### src/rtl/i2s_sdma_pkg.sv
// Shared types and constants for the I2S RX -> SDMA request controller.
// Holds the FSM state encoding, the request-kind tag, the registered
// output bundle and the default configuration values.
package i2s_sdma_pkg;

  // Default configuration values for the controller parameters.
  localparam int FIFO_AW_DEF     = 9;
  localparam int TIMEOUT_CYC_DEF = 4096;

  // Width of the completed-transfer counter.
  localparam int XFER_CNT_W = 16;

  // Controller states.
  typedef enum logic [1:0] {
    ST_IDLE = 2'd0,
    ST_REQ  = 2'd1,
    ST_XFER = 2'd2,
    ST_DONE = 2'd3
  } state_e;

  // Which SDMA request line is raised while in ST_REQ.
  typedef enum logic {
    REQ_BURST  = 1'b0,
    REQ_SINGLE = 1'b1
  } req_kind_e;

  // Registered control outputs, all derived from the state being entered.
  typedef struct packed {
    logic req;
    logic sreq;
    logic intr;
    logic busy;
  } ctrl_out_t;

  // Output decode for a given state/request kind. Because only ST_REQ can
  // raise a request, and the kind selects exactly one line, burst and
  // single requests can never be high together.
  function automatic ctrl_out_t decode_outputs(input state_e st, input req_kind_e kind);
    ctrl_out_t o;
    o      = '0;
    o.req  = (st == ST_REQ) && (kind == REQ_BURST);
    o.sreq = (st == ST_REQ) && (kind == REQ_SINGLE);
    o.intr = (st == ST_DONE);
    o.busy = (st != ST_IDLE);
    return o;
  endfunction

endpackage

### src/rtl/i2s_sdma_ctrl_if.sv
// SDMA channel handshake between the request controller (master) and the
// SDMA channel (slave): burst/single request out, active/done back.
interface i2s_sdma_ctrl_if;

  logic SDMA_Req_o;     // burst request to the channel
  logic SDMA_Sreq_o;    // single request to the channel
  logic SDMA_Active_i;  // channel has accepted and is running
  logic SDMA_Done_i;    // one-cycle completion pulse

  // Controller side.
  modport master (
    output SDMA_Req_o,
    output SDMA_Sreq_o,
    input  SDMA_Active_i,
    input  SDMA_Done_i
  );

  // Channel side.
  modport slave (
    input  SDMA_Req_o,
    input  SDMA_Sreq_o,
    output SDMA_Active_i,
    output SDMA_Done_i
  );

endinterface

### src/rtl/sdma_wdog.sv
// Request/transfer watchdog for i2s_sdma_ctrl.
// Only present when I2S_SDMA_TIMEOUT_EN is defined; without the macro this
// file is empty and the controller carries no watchdog logic at all.
// Counts enabled cycles after a clear and pulses o_expired during the
// TIMEOUT_CYC-th enabled cycle, so the owner can leave on that edge.
`ifdef I2S_SDMA_TIMEOUT_EN
module sdma_wdog #(
  parameter int TIMEOUT_CYC = 4096
) (
  input  logic i_clk,
  input  logic i_rst_n,
  input  logic i_clr,
  input  logic i_cnt_en,
  output logic o_expired
);

  // Counter only has to reach TIMEOUT_CYC-1: the owner always leaves the
  // counted states on the expiry edge, so it never needs to hold the limit.
  localparam int CW = (TIMEOUT_CYC > 2) ? $clog2(TIMEOUT_CYC) : 1;

  logic [CW-1:0] r_cnt;

  assign o_expired = i_cnt_en && (r_cnt == CW'(TIMEOUT_CYC - 1));

  // Cycle counter: clear has priority over counting.
  // NOTE: sequential state is written with non-blocking assignments so every
  // register samples pre-edge values and simulation matches the hardware.
  always_ff @(posedge i_clk) begin
    if (!i_rst_n) begin
      r_cnt <= '0;
    end else if (i_clr) begin
      r_cnt <= '0;
    end else if (i_cnt_en) begin
      r_cnt <= r_cnt + 1'b1;
    end
  end

endmodule
`endif

### src/rtl/i2s_sdma_ctrl.sv
// I2S RX FIFO -> SDMA request controller.
// Raises a burst request when the FIFO reaches the watermark, or a single
// request while flushing below it, follows the channel through the transfer,
// and pulses DMA_Intr_o / bumps Xfer_Cnt_o once per completed transfer.
// Optional watchdog: define I2S_SDMA_TIMEOUT_EN to abort REQ/XFER after
// TIMEOUT_CYC cycles and raise the sticky Err_Intr_o flag.
module i2s_sdma_ctrl
  import i2s_sdma_pkg::*;
#(
  parameter int FIFO_AW     = FIFO_AW_DEF,
  parameter int TIMEOUT_CYC = TIMEOUT_CYC_DEF
) (
  input  logic                  WB_CLK,
  input  logic                  WB_RST_n,
  input  logic                  Enable_i,
  input  logic                  Flush_i,
  input  logic [FIFO_AW:0]      Watermark_i,
  input  logic [FIFO_AW:0]      Fifo_Level_i,
  i2s_sdma_ctrl_if.master       sdma,
  output logic                  DMA_Intr_o,
  output logic                  Err_Intr_o,
  input  logic                  Err_Clr_i,
  output logic [XFER_CNT_W-1:0] Xfer_Cnt_o,
  output logic                  Busy_o
);

  state_e                r_state;
  state_e                w_next_state;
  req_kind_e             r_kind;
  req_kind_e             w_next_kind;
  ctrl_out_t             r_out;
  logic                  r_cool;      // first IDLE cycle after DONE
  logic [XFER_CNT_W-1:0] r_cnt;
  logic                  w_burst_ok;
  logic                  w_single_ok;
  logic                  w_wd_expired;

  // Request conditions as seen in IDLE; burst wins when both hold.
  assign w_burst_ok  = (Watermark_i != '0) && (Fifo_Level_i >= Watermark_i);
  assign w_single_ok = Flush_i && (Fifo_Level_i != '0);

  // Next-state and request-kind selection.
  // NOTE: every signal driven here gets a default first so no path through
  // the case can leave it unassigned and infer a latch.
  always_comb begin
    w_next_state = r_state;
    w_next_kind  = r_kind;
    case (r_state)
      ST_IDLE: begin
        // The cool-down cycle ignores a FIFO level that may still reflect
        // the data the finished transfer just drained.
        if (Enable_i && !r_cool) begin
          if (w_burst_ok) begin
            w_next_state = ST_REQ;
            w_next_kind  = REQ_BURST;
          end else if (w_single_ok) begin
            w_next_state = ST_REQ;
            w_next_kind  = REQ_SINGLE;
          end
        end
      end
      ST_REQ: begin
        // Once the channel has accepted, the transfer is committed even if
        // Enable_i drops in the same cycle.
        if (w_wd_expired) begin
          w_next_state = ST_IDLE;
        end else if (sdma.SDMA_Active_i) begin
          w_next_state = sdma.SDMA_Done_i ? ST_DONE : ST_XFER;
        end else if (!Enable_i) begin
          w_next_state = ST_IDLE;
        end
      end
      ST_XFER: begin
        // Enable_i is deliberately not looked at: a running transfer finishes.
        if (w_wd_expired) begin
          w_next_state = ST_IDLE;
        end else if (sdma.SDMA_Done_i) begin
          w_next_state = ST_DONE;
        end
      end
      ST_DONE: begin
        w_next_state = ST_IDLE;
      end
      default: begin
        w_next_state = ST_IDLE;
      end
    endcase
  end

  // State register plus registered outputs decoded from the state being
  // entered, so every output changes on the same edge as the state.
  always_ff @(posedge WB_CLK) begin
    if (!WB_RST_n) begin
      r_state <= ST_IDLE;
      r_kind  <= REQ_BURST;
      r_out   <= '0;
      r_cool  <= 1'b0;
      r_cnt   <= '0;
    end else begin
      r_state <= w_next_state;
      r_kind  <= w_next_kind;
      r_out   <= decode_outputs(w_next_state, w_next_kind);
      r_cool  <= (r_state == ST_DONE);
      if (w_next_state == ST_DONE) begin
        r_cnt <= r_cnt + 1'b1;  // wraps 0xFFFF -> 0
      end
    end
  end

`ifdef I2S_SDMA_TIMEOUT_EN
  logic w_wd_clr;
  logic w_wd_cnt_en;
  logic r_err;

  // Watchdog runs in REQ and XFER and restarts on entry to either state,
  // so the request phase and the transfer phase each get a full budget.
  assign w_wd_cnt_en = (r_state == ST_REQ) || (r_state == ST_XFER);
  assign w_wd_clr    = (w_next_state != r_state) &&
                       ((w_next_state == ST_REQ) || (w_next_state == ST_XFER));

  sdma_wdog #(
    .TIMEOUT_CYC (TIMEOUT_CYC)
  ) u_wdog (
    .i_clk     (WB_CLK),
    .i_rst_n   (WB_RST_n),
    .i_clr     (w_wd_clr),
    .i_cnt_en  (w_wd_cnt_en),
    .o_expired (w_wd_expired)
  );

  // Sticky error flag: a new timeout wins over a clear in the same cycle.
  always_ff @(posedge WB_CLK) begin
    if (!WB_RST_n) begin
      r_err <= 1'b0;
    end else if (w_wd_expired) begin
      r_err <= 1'b1;
    end else if (Err_Clr_i) begin
      r_err <= 1'b0;
    end
  end

  assign Err_Intr_o = r_err;
`else
  // No watchdog: the error flag is constant and the clear input is unused.
  logic w_unused_cfg;

  assign w_wd_expired = 1'b0;
  assign Err_Intr_o   = 1'b0;
  assign w_unused_cfg = Err_Clr_i ^ (TIMEOUT_CYC == 0);
`endif

  assign sdma.SDMA_Req_o  = r_out.req;
  assign sdma.SDMA_Sreq_o = r_out.sreq;
  assign DMA_Intr_o       = r_out.intr;
  assign Busy_o           = r_out.busy;
  assign Xfer_Cnt_o       = r_cnt;

endmodule

### src/flat_wrapper.sv
// flat-port wrapper written by rule: the top's interface ports become plain ports
module i2s_sdma_ctrl_flat import i2s_sdma_pkg::*;
#(
  parameter int FIFO_AW     = FIFO_AW_DEF,
  parameter int TIMEOUT_CYC = TIMEOUT_CYC_DEF
)
  (WB_CLK, WB_RST_n, Enable_i, Flush_i, Watermark_i, Fifo_Level_i, DMA_Intr_o, Err_Intr_o, Err_Clr_i, Xfer_Cnt_o, Busy_o, sdma_SDMA_Req_o, sdma_SDMA_Sreq_o, sdma_SDMA_Active_i, sdma_SDMA_Done_i);
  i2s_sdma_ctrl_if sdma_i ();
  input  logic WB_CLK;
  input  logic WB_RST_n;
  input  logic Enable_i;
  input  logic Flush_i;
  input  logic [FIFO_AW:0] Watermark_i;
  input  logic [FIFO_AW:0] Fifo_Level_i;
  output logic DMA_Intr_o;
  output logic Err_Intr_o;
  input  logic Err_Clr_i;
  output logic [XFER_CNT_W-1:0] Xfer_Cnt_o;
  output logic Busy_o;
  output wire logic [$bits(sdma_i.SDMA_Req_o)-1:0] sdma_SDMA_Req_o;
  output wire logic [$bits(sdma_i.SDMA_Sreq_o)-1:0] sdma_SDMA_Sreq_o;
  input wire logic [$bits(sdma_i.SDMA_Active_i)-1:0] sdma_SDMA_Active_i;
  input wire logic [$bits(sdma_i.SDMA_Done_i)-1:0] sdma_SDMA_Done_i;
  assign sdma_SDMA_Req_o = sdma_i.SDMA_Req_o;
  assign sdma_SDMA_Sreq_o = sdma_i.SDMA_Sreq_o;
  assign sdma_i.SDMA_Active_i = sdma_SDMA_Active_i;
  assign sdma_i.SDMA_Done_i = sdma_SDMA_Done_i;
  i2s_sdma_ctrl #(.FIFO_AW(FIFO_AW), .TIMEOUT_CYC(TIMEOUT_CYC)) u_core (.WB_CLK(WB_CLK), .WB_RST_n(WB_RST_n), .Enable_i(Enable_i), .Flush_i(Flush_i), .Watermark_i(Watermark_i), .Fifo_Level_i(Fifo_Level_i), .sdma(sdma_i), .DMA_Intr_o(DMA_Intr_o), .Err_Intr_o(Err_Intr_o), .Err_Clr_i(Err_Clr_i), .Xfer_Cnt_o(Xfer_Cnt_o), .Busy_o(Busy_o));
endmodule
### config.mk
export PLATFORM = sky130hd
export DESIGN_NAME = i2s_sdma_ctrl_flat
export DESIGN_NICKNAME = d
export VERILOG_FILES = /design/src/rtl/i2s_sdma_pkg.sv /design/src/rtl/i2s_sdma_ctrl_if.sv /design/src/rtl/sdma_wdog.sv /design/src/rtl/i2s_sdma_ctrl.sv /design/src/flat_wrapper.sv
export SDC_FILE = /design/constraint.sdc
export NUM_CORES = 1
export LEC_CHECK = 0
export BUFFER_PORTS_ARGS = -buffer_cell sky130_fd_sc_hd__buf_2
export CORE_MARGIN = 10
export CORE_UTILIZATION = 40
export CTS_CLUSTER_SIZE = 16
export DETAILED_ROUTE_END_ITERATION = 12
export PLACE_DENSITY = 0.66
export SYNTH_ARGS = -nofsm -noshare
export SYNTH_HDL_FRONTEND = slang
export SYNTH_HIERARCHICAL = 1
export SYNTH_SLANG_ARGS = --single-unit
export TNS_END_PERCENT = 1
### constraint.sdc
create_clock -name WB_CLK -period 2.4 [get_ports WB_CLK]
set_input_delay 0.12 -clock WB_CLK [delete_from_list [all_inputs] [get_ports WB_CLK]]
set_output_delay 0.12 -clock WB_CLK [all_outputs]
set_load 0.005 [all_outputs]
After elaboration in Yosys (flattened, before gate mapping)
Cells that the tools add are included.
{"block": "word_totals", "out_inout_bits": 21, "regBits": 24, "inputBits": 27, "wordCells": 38}
{"block": "op_classes", "addsub": 1, "order_cmp": 1, "reduce_logical": 10, "bitwise_logic": 1, "muxes": 12, "n_eq_ne": 5}
{"op": "10-bit nonzero test", "count": 2}
{"op": "16-bit by 1-bit adder with 16-bit output (second input constant)", "count": 1}
{"op": "2-bit two-way mux", "count": 6}
{"op": "10-bit greater-or-equal comparator", "count": 1}
{"op": "2-bit case mux with 4 select lines", "count": 1}
{"op": "2-bit == test (second input constant)", "count": 3}
{"op": "1-bit logical AND", "count": 5}
{"op": "1-bit two-way mux", "count": 5}
{"op": "2-bit by 1-bit == test with 1-bit output (second input constant)", "count": 2}
{"op": "2-bit zero test", "count": 1}
{"op": "2-bit nonzero test", "count": 1}
{"op": "1-bit zero test", "count": 1}
{"op": "1-bit inverter", "count": 1}

Depth between registers and ports, before layout
{"block": "logic_depth", "word_depth": 8, "ltp_mapped": 7, "mapped_depth_nobuf": 7}

Worst setup path after synthesis
Ideal clock, no wire load.
{"block": "synth_path", "path_type": "reg2reg", "from": "register u_core.r_state[0]", "to": "register u_core.r_cnt[15] (netlist: u_core/Xfer_Cnt_o[15])", "slack_ns": 0.490, "period_less_slack_ns": 1.910, "path_stages_with_launch": 6, "setup_ns": 0.072, "required_time_ns": 2.328, "t_arrival_ns": 1.838, "path_buffers": 0, "cell_sequence": "dfxtp_1 -> or4b_1 -> a311o_1 -> and2_4 -> nor4_4 -> mux2i_1"}
{"block": "synth_between", "elab_chain_len": 5, "word_cells_on_any_way": 12, "cone_classes": "eq/ne: 4; mux: 7; reduce/logical: 1"}
{"item": "from (decl)", "line": "i2s_sdma_ctrl.sv:27", "rtl": "state_e r_state;"}
{"item": "from (signal assigned)", "line": "i2s_sdma_ctrl.sv:100", "rtl": "r_state <= w_next_state;"}
{"item": "2-bit two-way mux", "line": "i2s_sdma_ctrl.sv:56", "rtl": "end else if (w_single_ok) begin"}
{"item": "2-bit two-way mux", "line": "i2s_sdma_ctrl.sv:53", "rtl": "if (w_burst_ok) begin"}
{"item": "2-bit two-way mux", "line": "i2s_sdma_ctrl.sv:52", "rtl": "if (Enable_i && !r_cool) begin"}
{"item": "2-bit case mux with 4 select lines *", "line": "i2s_sdma_ctrl.sv:48", "rtl": "case (r_state)"}
{"item": "2-bit == test *", "line": "i2s_sdma_ctrl.sv:104", "rtl": "if (w_next_state == ST_DONE) begin"}
{"item": "to (signal assigned)", "line": "i2s_sdma_ctrl.sv:105", "rtl": "r_cnt <= r_cnt + 1'b1;"}
{"item": "to (decl)", "line": "i2s_sdma_ctrl.sv:33", "rtl": "logic [XFER_CNT_W-1:0] r_cnt;"}
Every way passes the cells marked *; elsewhere a longest branch is shown, timed or not.
A chain may end at the register's enable or synchronous reset.

Final worst setup path
Same ends and word-level chain as after synthesis.

==> reports/qor.csv <==
stage,metric,value,unit
synthesis,syn_inst,163,
setup_path,crit_path_max_fanout,6,
synthesis,yosysTopAreaCell,dfxtp_1,
final_layout,drive_gt1_frac,0.284,
synthesis,synth_edf_count,0,
final_layout,regArea,480,um^2
grt,grt_max_degree,19,
setup_path,crit_end,u_core/Xfer_Cnt_o[15]$_SDFFE_PN0N_,
floorplan,ios,48,
synthesis,async_flop_share,0,
grt,grt.total_usage,0.105,
synthesis,synth_flop_cell,dfxtp_1,
power_and_ir_drop,power_density,435,nW/um^2
sta,finalHoldWorstSlack,0.112,ns
synthesis,synth.area.mux_share,0.0155,
floorplan,die_w,78.6,um
synthesis,synth_top_family_by_area,simple AND/OR/NAND/NOR gates,
setup_path,cp_data_arrival_time,2.34,ns
final_layout,area_growth,21.3,%
sta,finalCritPeriodShare,0.875,
grt,grt_overflow,0,
synthesis,synth_most_common_cell,dfxtp_1,
clock_tree,clockBufferDepth,2,
run,drv_cap,0,
floorplan,fp.dieH,78.6,um
clock_tree,clk_latency,0.31,ns
synthesis,synth_cell_types,42,
clock_tree,cts_setup_buffers,0,
setup_path,worstRegToRegCells,5,
setup_path,worstPathCellList,or4b_1 > a311o_1 > and2_4 > nor4_4 > mux2i_1,
synthesis,synth_area_leaders,"dfxtp_1 (35%), ha_1 (10%), xnor2_1 (5.7%)",
final_layout,multiInputGateArea,816,um^2
setup_path,required,2.64,ns
min_path,hold_path.class,in -> reg,
route,wirelength,3280,um
route,drt_iter0_drc,67,
synthesis,ys_ff_latch,24,
synthesis,yosys.area_share.xor_xnor,0.0638,
setup_path,start_kind,flop,
power_and_ir_drop,vdd_drop_max,0.000375,V
setup_path,slowest_stage,or4b_1,
sta,period_needed,2.10,ns
route,vias,1241,
synthesis,synthAdderAreaFrac,0.100,
sta,setup_tns,0,ns
synthesis,synthSimpleGateAreaFrac,0.279,
final_layout,antenna_cells,0,
route,avgViaCountPerCell,4.89,
route,final_antenna_net_count,0,
placed_design,gp_congestion,0.772,
setup_path,slowest_delay,0.56,ns
floorplan,initial_core_util,0.411,
sta,worst_pin_slew,0.715,ns
grt,grt_pass1_vias,1225,
clock_tree,htree_num_levels,1,
sta,rsz0062_at_grt,false,
power_and_ir_drop,p_leak,0.749,nW
clock_tree,cts_hold_buf,0,
floorplan,num_rows,21,
synthesis,syn-cell-area,1370,um^2
synthesis,synth-compound-area-share,0.133,
synthesis,syn-num-nets,201,
setup_path,worst-setup-path-type,reg -> reg,
outcome,status,completed,
clock_tree,cts_resized,0,
placed_design,io_buffer_count,45,
sta,fmax,476,MHz
sta,maxSlewHeadroom,0.517,
clock_tree,cts_made_buffers,3,
sta,finalSetupViolations,0,
floorplan,die_area,6170,um^2
clock_tree,clkTransAtPathRegs,0.13,ns
synthesis,synth_warnings,6,
sta,hold_violations,0,
route,firstDrtPassIters,4,
sta,fin_worst_skew,0.00435,ns
route,drc,0,
synthesis,syn_avg_cell_area,8.42,um^2
final_layout,nets,248,
route,wire_per_inst,12.9,um
setup_path,cp-end-kind,flop,
synthesis,synth_top_area_frac,0.350,
floorplan,core,3340,um^2
clock_tree,cts.sink_count,24,
final_layout,fill_cells,342,
setup_path,regToRegEndpoint,u_core/Xfer_Cnt_o[15]$_SDFFE_PN0N_,
clock_tree,cts_tree,done,
clock_tree,root_buffer,clkbuf_4,
grt,antenna_found_initial,0,
placed_design,place.detailed.hpwl,2580,um
synthesis,synth_seq_area_share,0.350,
synthesis,synth_common_cells,"dfxtp_1 (24), nor2_1 (17), inv_1 (14)",
setup_path,r2r_slack,0.30,ns
grt,grt_pass1_wl,5550,um
setup_path,crit_path_start,u_core/r_state[0]$_SDFF_PN0_,
setup_path,rr_startpoint,u_core/r_state[0]$_SDFF_PN0_,
sta,maxSlewViolCount,0,
how the worst min path moves through the flow:
stage / cells past startpoint / slack (ns) / from / end
finish: 3 / 0.11 / WB_RST_n / u_core/sdma.SDMA_Req_o$_SDFF_PN0_
floorplan: 2 / 0.25 / WB_RST_n / u_core/sdma.SDMA_Req_o$_SDFF_PN0_
global route: 3 / 0.11 / WB_RST_n / u_core/sdma.SDMA_Req_o$_SDFF_PN0_
detailed placement: 3 / 0.45 / WB_RST_n / u_core/sdma.SDMA_Req_o$_SDFF_PN0_
CTS: 3 / 0.10 / WB_RST_n / u_core/sdma.SDMA_Req_o$_SDFF_PN0_
global placement: 3 / 0.45 / WB_RST_n / u_core/sdma.SDMA_Req_o$_SDFF_PN0_
layout make-up:
class	instances	area share
Multi-Input combinational cell	120	0.490
Inverter	15	0.0338
Timing Repair Buffer	46	0.140
Clock buffer	3	0.0135
Tap cell	46	0.0346
Sequential cell	24	0.289
per-layer routing:
metal  vias up  track usage  part of all wire  wire (um)
met4         0       0.0108                 0          0
met3         0       0.0456             0.077        251
met1       539        0.136              0.50       1640
li1        671            -                 -          -
met5         -            0                 0          0
met2        31        0.162              0.42       1390
sequential cells by signal, indices dropped and copies added (netlist names):
signal	count
u_core/Busy_o	1
u_core/DMA_Intr_o	1
u_core/Xfer_Cnt_o	16
u_core/r_cool	1
u_core/r_kind	1
u_core/r_state	2
u_core/sdma.SDMA_Req_o	1
u_core/sdma.SDMA_Sreq_o	1
layout by cell type, fill, tap and decap left out, types with 2 or more instances in the layout:
cell	count
buf_2	45
dfxtp_1	24
nor2_1	17
inv_1	14
a21oi_1	11
ha_1	11
nand2_1	10
xnor2_1	9
o21ai_0	9
nor3_1	5
nand3_1	5
nand4_1	4
nor4_1	4
or3_1	4
clkbuf_4	3
and2b_2	2
and4_1	2
a211oi_1	2
nand2b_1	2
a31oi_1	2
or2_2	2
through the flow:
| stage | worst slack (ns) | util | instance area (um^2) | cells | total power, mW |
|---|---|---|---|---|---|
| final | 0.299 | 0.499 | 1670 | 254 | 0.725 |
| after global routing | 0.201 | 0.499 | 1670 | 254 | 0.777 |
| after CTS | 0.304 | 0.499 | 1670 | 254 | 0.739 |
| after detailed placement | 0.344 | 0.492 | 1640 | 251 | 0.561 |
| after global placement | 0.368 | 0.492 | 1640 | 251 | 0.560 |
| after floorplan | 0.490 | - | 1370 | 163 | 0.508 |
report_power, final:
part | leakage [nW] | total (mW) | internal (mW) | switching [mW]
registers | 0.194 | 0.417 | 0.411 | 0.00658
logic | 0.541 | 0.134 | 0.0617 | 0.0727
clock network | 0.0138 | 0.173 | 0.0586 | 0.115
logic make-up (layout without fill, tap and decap cells):
| logic type | count (synthesis) | count (layout) |
|---|---|---|
| other | 1 | 1 |
| AND/OR/NAND/NOR | 67 | 67 |
| multiplexers | 2 | 2 |
| AO/OA/AOI/OAI | 29 | 29 |
| adder cells (fa/ha/maj) | 11 | 11 |
| flip-flops | 24 | 24 |
| XOR/XNOR | 10 | 10 |
| buffers and inverters | 19 | 64 |
worst max-delay path: cells and delay by family (launching register included):
kind,cells,cell delay (ns)
multiplexers,1,0.21
flip-flops,1,0.36
AO/OA/AOI/OAI,1,0.43
AND/OR/NAND/NOR,3,1.03
Power figures use the tool's default switching activity.
